[src/rtl/pipeline_core_fwd.sv]
// 5-stage in-order core (IF/ID/EX/MEM/WB): instruction at PC k retires 4 cycles after fetch.
// Full EX/MEM + MEM/WB forwarding; load-use holds IF/ID for one cycle; HALT freezes fetch and drains.
module pipeline_core_fwd #(
  parameter int DATA_W  = 8,
  parameter int NREG    = 16,
  parameter int PC_W    = 4,
  parameter int DADDR_W = 8
) (
  input  logic               clk,
  input  logic               rst_n,
  output logic [PC_W-1:0]    imem_addr,
  input  logic [15:0]        imem_instr,
  output logic [DADDR_W-1:0] dmem_addr,
  input  logic [DATA_W-1:0]  dmem_rdata,
  output logic               dmem_we,
  output logic [DATA_W-1:0]  dmem_wdata,
  output logic               wb_valid,
  output logic [3:0]         wb_rd,
  output logic [DATA_W-1:0]  wb_data,
  output logic               halted
);

  typedef enum logic [3:0] {
    OP_NOP   = 4'h0,
    OP_ADD   = 4'h1,
    OP_SUB   = 4'h2,
    OP_LOAD  = 4'h3,
    OP_STORE = 4'h4,
    OP_ADDI  = 4'h5,
    OP_HALT  = 4'hF
  } op_t;

  typedef struct packed {
    logic        vld;
    logic [15:0] instr;
  } ifid_t;

  typedef struct packed {
    logic              vld;
    op_t               op;
    logic [3:0]        rd;
    logic [3:0]        rs1;
    logic [3:0]        rs2;
    logic [DATA_W-1:0] a;
    logic [DATA_W-1:0] b;
    logic [DATA_W-1:0] s;
    logic [DATA_W-1:0] imm;
  } idex_t;

  typedef struct packed {
    logic              vld;
    op_t               op;
    logic [3:0]        rd;
    logic [DATA_W-1:0] res;
    logic [DATA_W-1:0] sdat;
  } exmem_t;

  typedef struct packed {
    logic              vld;
    op_t               op;
    logic [3:0]        rd;
    logic [DATA_W-1:0] dat;
  } memwb_t;

  logic [PC_W-1:0]   pc;
  ifid_t             ifid;
  idex_t             idex, id_next;
  exmem_t            exmem, ex_next;
  memwb_t            memwb, mem_next;
  logic              fetch_stop;
  logic [DATA_W-1:0] rf [NREG];

  function automatic op_t decode(input logic [3:0] opc);
    case (opc)
      4'h1:    return OP_ADD;
      4'h2:    return OP_SUB;
      4'h3:    return OP_LOAD;
      4'h4:    return OP_STORE;
      4'h5:    return OP_ADDI;
      4'hF:    return OP_HALT;
      default: return OP_NOP;
    endcase
  endfunction

  function automatic logic wr_op(input op_t op);
    return (op == OP_ADD) || (op == OP_SUB) || (op == OP_LOAD) || (op == OP_ADDI);
  endfunction

  // ---------------- ID: decode, register read (write-through), interlock
  op_t        id_op;
  logic [3:0] id_rd, id_rs1, id_rs2;
  logic       use_rs1, use_rs2, use_rd;
  logic       wb_we, load_hit, stall, id_halt;

  assign wb_we = memwb.vld && wr_op(memwb.op) && (memwb.rd != 4'd0);

  function automatic logic [DATA_W-1:0] rd_reg(input logic [3:0] idx);
    if (idx == 4'd0) return '0;
    if (wb_we && (memwb.rd == idx)) return memwb.dat;
    return rf[idx];
  endfunction

  always_comb begin
    id_op   = ifid.vld ? decode(ifid.instr[15:12]) : OP_NOP;
    id_rd   = ifid.instr[11:8];
    id_rs1  = ifid.instr[7:4];
    id_rs2  = ifid.instr[3:0];
    use_rs1 = (id_op == OP_ADD) || (id_op == OP_SUB) || (id_op == OP_LOAD) ||
              (id_op == OP_STORE) || (id_op == OP_ADDI);
    use_rs2 = (id_op == OP_ADD) || (id_op == OP_SUB);
    use_rd  = (id_op == OP_STORE);
    id_halt = (id_op == OP_HALT);

    load_hit = idex.vld && (idex.op == OP_LOAD) && (idex.rd != 4'd0);
    stall    = load_hit && ((use_rs1 && (id_rs1 == idex.rd)) ||
                            (use_rs2 && (id_rs2 == idex.rd)) ||
                            (use_rd  && (id_rd  == idex.rd)));

    id_next     = '0;
    id_next.vld = ifid.vld;
    id_next.op  = id_op;
    id_next.rd  = id_rd;
    id_next.rs1 = id_rs1;
    id_next.rs2 = id_rs2;
    id_next.a   = rd_reg(id_rs1);
    id_next.b   = rd_reg(id_rs2);
    id_next.s   = rd_reg(id_rd);
    id_next.imm = DATA_W'(ifid.instr[3:0]);
  end

  // ---------------- EX: operand forwarding and ALU
  // A LOAD sitting in EX/MEM has no data yet; the interlock guarantees nobody needs it here.
  function automatic logic [DATA_W-1:0] fwd(input logic [3:0] idx, input logic [DATA_W-1:0] regval);
    if ((idx != 4'd0) && exmem.vld && wr_op(exmem.op) && (exmem.op != OP_LOAD) && (exmem.rd == idx))
      return exmem.res;
    if ((idx != 4'd0) && memwb.vld && wr_op(memwb.op) && (memwb.rd == idx))
      return memwb.dat;
    return regval;
  endfunction

  logic [DATA_W-1:0] ex_a, ex_b, ex_s, ex_res;

  always_comb begin
    ex_a = fwd(idex.rs1, idex.a);
    ex_b = fwd(idex.rs2, idex.b);
    ex_s = fwd(idex.rd, idex.s);
    case (idex.op)
      OP_ADD:                    ex_res = ex_a + ex_b;
      OP_SUB:                    ex_res = ex_a - ex_b;
      OP_LOAD, OP_STORE, OP_ADDI: ex_res = ex_a + idex.imm;
      default:                   ex_res = '0;
    endcase
    ex_next      = '0;
    ex_next.vld  = idex.vld;
    ex_next.op   = idex.op;
    ex_next.rd   = idex.rd;
    ex_next.res  = ex_res;
    ex_next.sdat = ex_s;
  end

  // ---------------- MEM
  always_comb begin
    mem_next     = '0;
    mem_next.vld = exmem.vld;
    mem_next.op  = exmem.op;
    mem_next.rd  = exmem.rd;
    mem_next.dat = (exmem.op == OP_LOAD) ? dmem_rdata : exmem.res;
  end

  assign imem_addr  = pc;
  assign dmem_addr  = DADDR_W'(exmem.res);
  assign dmem_we    = exmem.vld && (exmem.op == OP_STORE);
  assign dmem_wdata = exmem.sdat;
  assign wb_valid   = memwb.vld && wr_op(memwb.op);
  assign wb_rd      = wb_valid ? memwb.rd  : 4'd0;
  assign wb_data    = wb_valid ? memwb.dat : '0;

  // ---------------- pipeline registers
  always_ff @(posedge clk or negedge rst_n) begin
    if (!rst_n) begin
      pc         <= '0;
      ifid       <= '0;
      idex       <= '0;
      exmem      <= '0;
      memwb      <= '0;
      fetch_stop <= 1'b0;
      halted     <= 1'b0;
    end else begin
      if (!stall && !fetch_stop && !id_halt)
        pc <= pc + PC_W'(1);
      if (!stall) begin
        if (fetch_stop || id_halt) begin
          ifid <= '0;
        end else begin
          ifid.vld   <= 1'b1;
          ifid.instr <= imem_instr;
        end
      end
      idex  <= stall ? '0 : id_next;
      exmem <= ex_next;
      memwb <= mem_next;
      if (id_halt && !stall)
        fetch_stop <= 1'b1;
      if (memwb.vld && (memwb.op == OP_HALT))
        halted <= 1'b1;
    end
  end

  always_ff @(posedge clk or negedge rst_n) begin
    if (!rst_n) begin
      for (int i = 0; i < NREG; i++)
        rf[i] <= '0;
    end else if (wb_we) begin
      rf[memwb.rd] <= memwb.dat;
    end
  end

endmodule
[config.mk]
export PLATFORM = sky130hd
export DESIGN_NAME = pipeline_core_fwd
export DESIGN_NICKNAME = d
export VERILOG_FILES = /design/src/rtl/pipeline_core_fwd.sv
export SDC_FILE = /design/constraint.sdc
export NUM_CORES = 1
export LEC_CHECK = 0
export CAP_MARGIN = 20
export CORE_AREA = 2 2 159 161
export DETAILED_ROUTE_END_ITERATION = 16
export DIE_AREA = 0 0 161 163
export PLACE_DENSITY = 0.76
export SYNTH_ARGS = -nofsm -noshare
export SYNTH_HDL_FRONTEND = slang
export SYNTH_SLANG_ARGS = --single-unit
[constraint.sdc]
create_clock -name clk -period 4.45 [get_ports clk]
set_clock_uncertainty 0.05 [all_clocks]
set_input_delay 0.445 -clock clk [delete_from_list [all_inputs] [get_ports clk]]
set_output_delay 0.445 -clock clk [all_outputs]
set_load 0.01 [all_outputs]
==> out/summary.md <==
## Critical path
* reg2reg end: dmem_addr[7]$_DFF_PN0_
* Setup crit start: idex[0]$_DFF_PN0_
* capturing element type of the critical path: flop
* reg2reg setup slack: -0.004 ns
* critical path endpoint: dmem_addr[7]$_DFF_PN0_
* nature of the critical path startpoint: flop
* critical path peak fanout: 5
* CP required: 4.81 ns
* FF-to-FF Start: idex[0]$_DFF_PN0_
* arrival time worst endpoint: 4.81 ns
* R2R cell count: 18
* CP Class: flop to flop

## Layout
* end-of-flow core utilization: 0.636
* count of inserted antenna diode cells: 0
* Post-layout nets: 1,115
* commonest non-fill, non-tap cells in the layout: sky130_fd_sc_hd__dfrtp_1, sky130_fd_sc_hd__mux2_2, sky130_fd_sc_hd__mux4_2
* ratio of cells with drive above 1 in the final layout: 0.384
* most common cell after layout, fill and taps aside: sky130_fd_sc_hd__dfrtp_1
* Layout area overhead: 17.5%

## Timing
* final count of negative-setup-slack endpoints: 1
* tightest slew margin relative to the limit: 0.294
* fin. max-slew vios: 0
* actual transition at the worst max-transition pin: 1.05 ns
* crit share post-route: 1.00
* setup repair after global routing missed its margin: yes
* post-route minimum period: 4.45 ns
* final hold violations: 15
* final hold slack: -0.0343 ns
* highest achievable clock rate: 225 MHz
* setup slack after layout: -0.00417 ns

## Detailed routing
* DRC violations left: 0
* uppermost routed layer: met4
* vias per cell: 6.25
* number of search-and-repair iterations in the first detailed-routing pass: 5
* via count: 8,944
* total met3 wirelength after detailed routing: 2.47 mm
* Antenna Nets Post-Route: 0
* total length of routed wires: 34.4 mm
* number of violations reported at the end of detailed-routing iteration 0: 806
* met1 wire length: 13.6 mm
* DR WL met2: 17.1 mm
* wire length per cell after detailed routing: 24.0 um

## Yosys
* async set-or-reset flop fraction in the synthesized netlist: 1.00
* post-synthesis share of cell area spent on xor and xnor gates: 0.0406
* Synth Area in Compound Gates: 0.0356
* largest family of logic cells by synthesized area: multiplexers
* post-synthesis mux area share: 0.350
* flip-flop and latch count after synthesis: 234
* Post-Syn Area per Cell: 13.2 sq um
* share of the synthesized area in the top cell type: 0.438
* simple-gate share of the synthesized area: 0.0860
* top cell type by total area after synthesis: sky130_fd_sc_hd__dfrtp_1
* most common flop cell mapped by yosys: sky130_fd_sc_hd__dfrtp_1
* sequential fraction of the synthesis area: 0.438
* Syn Inst Count: 1,014
* count of synthesis-stage warnings from yosys: 0
* Mapped Nets: 1,049
* number of enable-type register cells in the synthesized netlist: 0
* distinct cell type count after synthesis: 60
* post-synth design cell area: 13,400 sq um
* arithmetic-cell share of the synthesized area counting full adders, half adders and majority gates: 0.00899
* top cells by area, synth: sky130_fd_sc_hd__dfrtp_1, sky130_fd_sc_hd__mux4_2, sky130_fd_sc_hd__mux2_2, sky130_fd_sc_hd__mux2i_1, sky130_fd_sc_hd__xor2_1

## Placed design
* Routability Congestion: 0.940
* HPWL reported at the end of detailed placement: 22.5 mm
* Port Buffer Count: 60

## Clock tree
* total clock sinks: 234
* deepest level of the CTS H-tree: 1
* TritonCTS buffer count: 26
* CTS Buffer Depth: 3
* CTS Root Cell: sky130_fd_sc_hd__clkbuf_16
* TritonCTS clock tree: yes
* hold_buf cts: 0
* clock latency on the worst-skew pair: 0.54 ns
* clock-pin slew of the registers on the worst-case setup and hold paths: 0.06 ns

## Global route
* remaining global-route overflow: 0
* largest net degree at the start of global routing: 136
* number of global-route vias before repair: 9,146
* first-pass GRT wire length: 54.1 mm
* antenna violations before repair: 0
* Global Route Usage Sum: 0.269

## Floorplan
* Std-Cell Rows: 58
* total core area: 24,700 sq um
* die outline area: 26,200 sq um
* die height: 163 um
* starting utilization of the core area: 0.541
* I/O pin count: 61
* chip width: 161 um

## Pwr
* overall power consumption: 0.00768 W
* largest vdd supply drop: 0.000295 V
* P_leak: 7.23 nW
* power density over the cells: 490 nW/um^2

## Outcome
* outcome: complete, but fails checks
* violations in the final reports: hold timing, setup timing

## Job
* # Max-Cap Violations: 0

## Min path
* Hold WC Path Type: input port to asynchronous set/reset pin

-- worst max-delay path, cell delays in order, from the launching register on --
cell and delay [ns]:
sky130_fd_sc_hd__dfrtp_1 0.39, sky130_fd_sc_hd__buf_4 0.15, sky130_fd_sc_hd__nor4_1 0.47, sky130_fd_sc_hd__nor3_2 0.20
sky130_fd_sc_hd__nand3_4 0.12, sky130_fd_sc_hd__mux2_2 0.35, sky130_fd_sc_hd__mux2i_4 0.21, sky130_fd_sc_hd__and3_4 0.23
sky130_fd_sc_hd__o32ai_2 0.08, sky130_fd_sc_hd__ha_1 0.35, sky130_fd_sc_hd__and3_4 0.18, sky130_fd_sc_hd__a2111oi_4 0.31
sky130_fd_sc_hd__buf_4 0.17, sky130_fd_sc_hd__o21bai_1 0.05, sky130_fd_sc_hd__a21o_1 0.21, sky130_fd_sc_hd__xnor2_4 0.23
sky130_fd_sc_hd__mux2i_1 0.11, sky130_fd_sc_hd__a2111oi_2 0.36, sky130_fd_sc_hd__nand2_1 0.10
-- synth_stat cells (11+ instances only) --
library cell	n
sky130_fd_sc_hd__mux2_2	131
sky130_fd_sc_hd__nand3_1	23
sky130_fd_sc_hd__o21ai_0	30
sky130_fd_sc_hd__nor4_1	11
sky130_fd_sc_hd__buf_1	13
sky130_fd_sc_hd__clkbuf_1	63
sky130_fd_sc_hd__inv_1	19
sky130_fd_sc_hd__nand2_1	28
sky130_fd_sc_hd__a21oi_1	18
sky130_fd_sc_hd__and2_1	30
sky130_fd_sc_hd__xor2_1	35
sky130_fd_sc_hd__mux2i_1	42
sky130_fd_sc_hd__nor2_1	63
sky130_fd_sc_hd__mux4_2	120
sky130_fd_sc_hd__buf_4	16
sky130_fd_sc_hd__xnor2_1	25
sky130_fd_sc_hd__dfrtp_1	234
-- flip-flops by register name (all words and copies together) (netlist names) --
name and count:
dmem_wdata 8, idex 32, ifid 4, imem_addr 4, halted 1, id_next 13, ex_next 9, memwb 17
dmem_addr 8, exmem 9, rf 128, fetch_stop 1
-- worst min-delay path by stage --
| stage | slack (ns) | end | cells past startpoint | from |
|---|---|---|---|---|
| 3_5_place_dp | 0.31 | memwb[16]$_DFF_PN0_ | 0 | exmem[24]$_DFF_PN0_ |
| 2_1_floorplan | 0.1 | dmem_addr[0]$_DFF_PN0_ | 0 | rst_n |
| 6_report | -0.03 | dmem_wdata[1]$_DFF_PN0_ | 1 | rst_n |
| 4_1_cts | 0.03 | idex[8]$_DFF_PN0_ | 1 | rst_n |
| 5_1_grt | 0.05 | dmem_wdata[1]$_DFF_PN0_ | 1 | rst_n |
| 3_3_place_gp | 0.31 | memwb[16]$_DFF_PN0_ | 0 | exmem[24]$_DFF_PN0_ |
-- through the flow --
stage	TNS (ns)	instances	hold slack [ns]	setup slack, ns	instance area, sq um
5_1_grt	-0.198	1430	0.0478	-0.198	15700
3_3_place_gp	0	1367	0.314	0.0367	14400
2_1_floorplan	0	1014	0.0994	0.0403	13400
4_1_cts	0	1422	0.0326	0.00168	15500
3_5_place_dp	-0.0676	1368	0.312	-0.0676	14400
6_report	-0.00417	1430	-0.0343	-0.00417	15700
-- where the power goes --
| part | internal [W] | switching [W] |
|---|---|---|
| combinational | 0.00118 | 0.00124 |
| clock | 0.00148 | 0.000894 |
| sequential | 0.00241 | 0.000485 |
| total | 0.00506 | 0.00262 |
-- repair_timing --
item                                    4_1_cts  5_1_grt
setup buffers                                 6        7
endpoints found under the setup margin        1        1
gates resized for setup                      13       22
pin swaps                                     7       17
-- cells by family (layout without fill, tap and decap cells) --
kind of cell	after synthesis	in the layout
compound gates	78	78
flops	234	234
xor+xnor	61	61
buf+inv	120	206
fa+ha+maj	9	9
mux	297	297
simple gates	215	215
-- area by class of cell --
class | instances | area [sq um]
sequential | 234 | 5860
clock buffer | 34 | 752
clock inverter | 14 | 203
timing repair buffer | 135 | 1190
inverter | 23 | 98.8
tap | 330 | 413
multi-input combinational | 660 | 7180
fill | 1788 | 8980
-- routing by layer --
| layer | track usage | up-vias |
|---|---|---|
| met5 | 0 | - |
| met4 | 0.0950 | 0 |
| met3 | 0.0471 | 78 |
| met2 | 0.449 | 401 |
| met1 | 0.359 | 4577 |
| li1 | - | 3888 |
No activity file was read; power rests on OpenSTA's default activity.
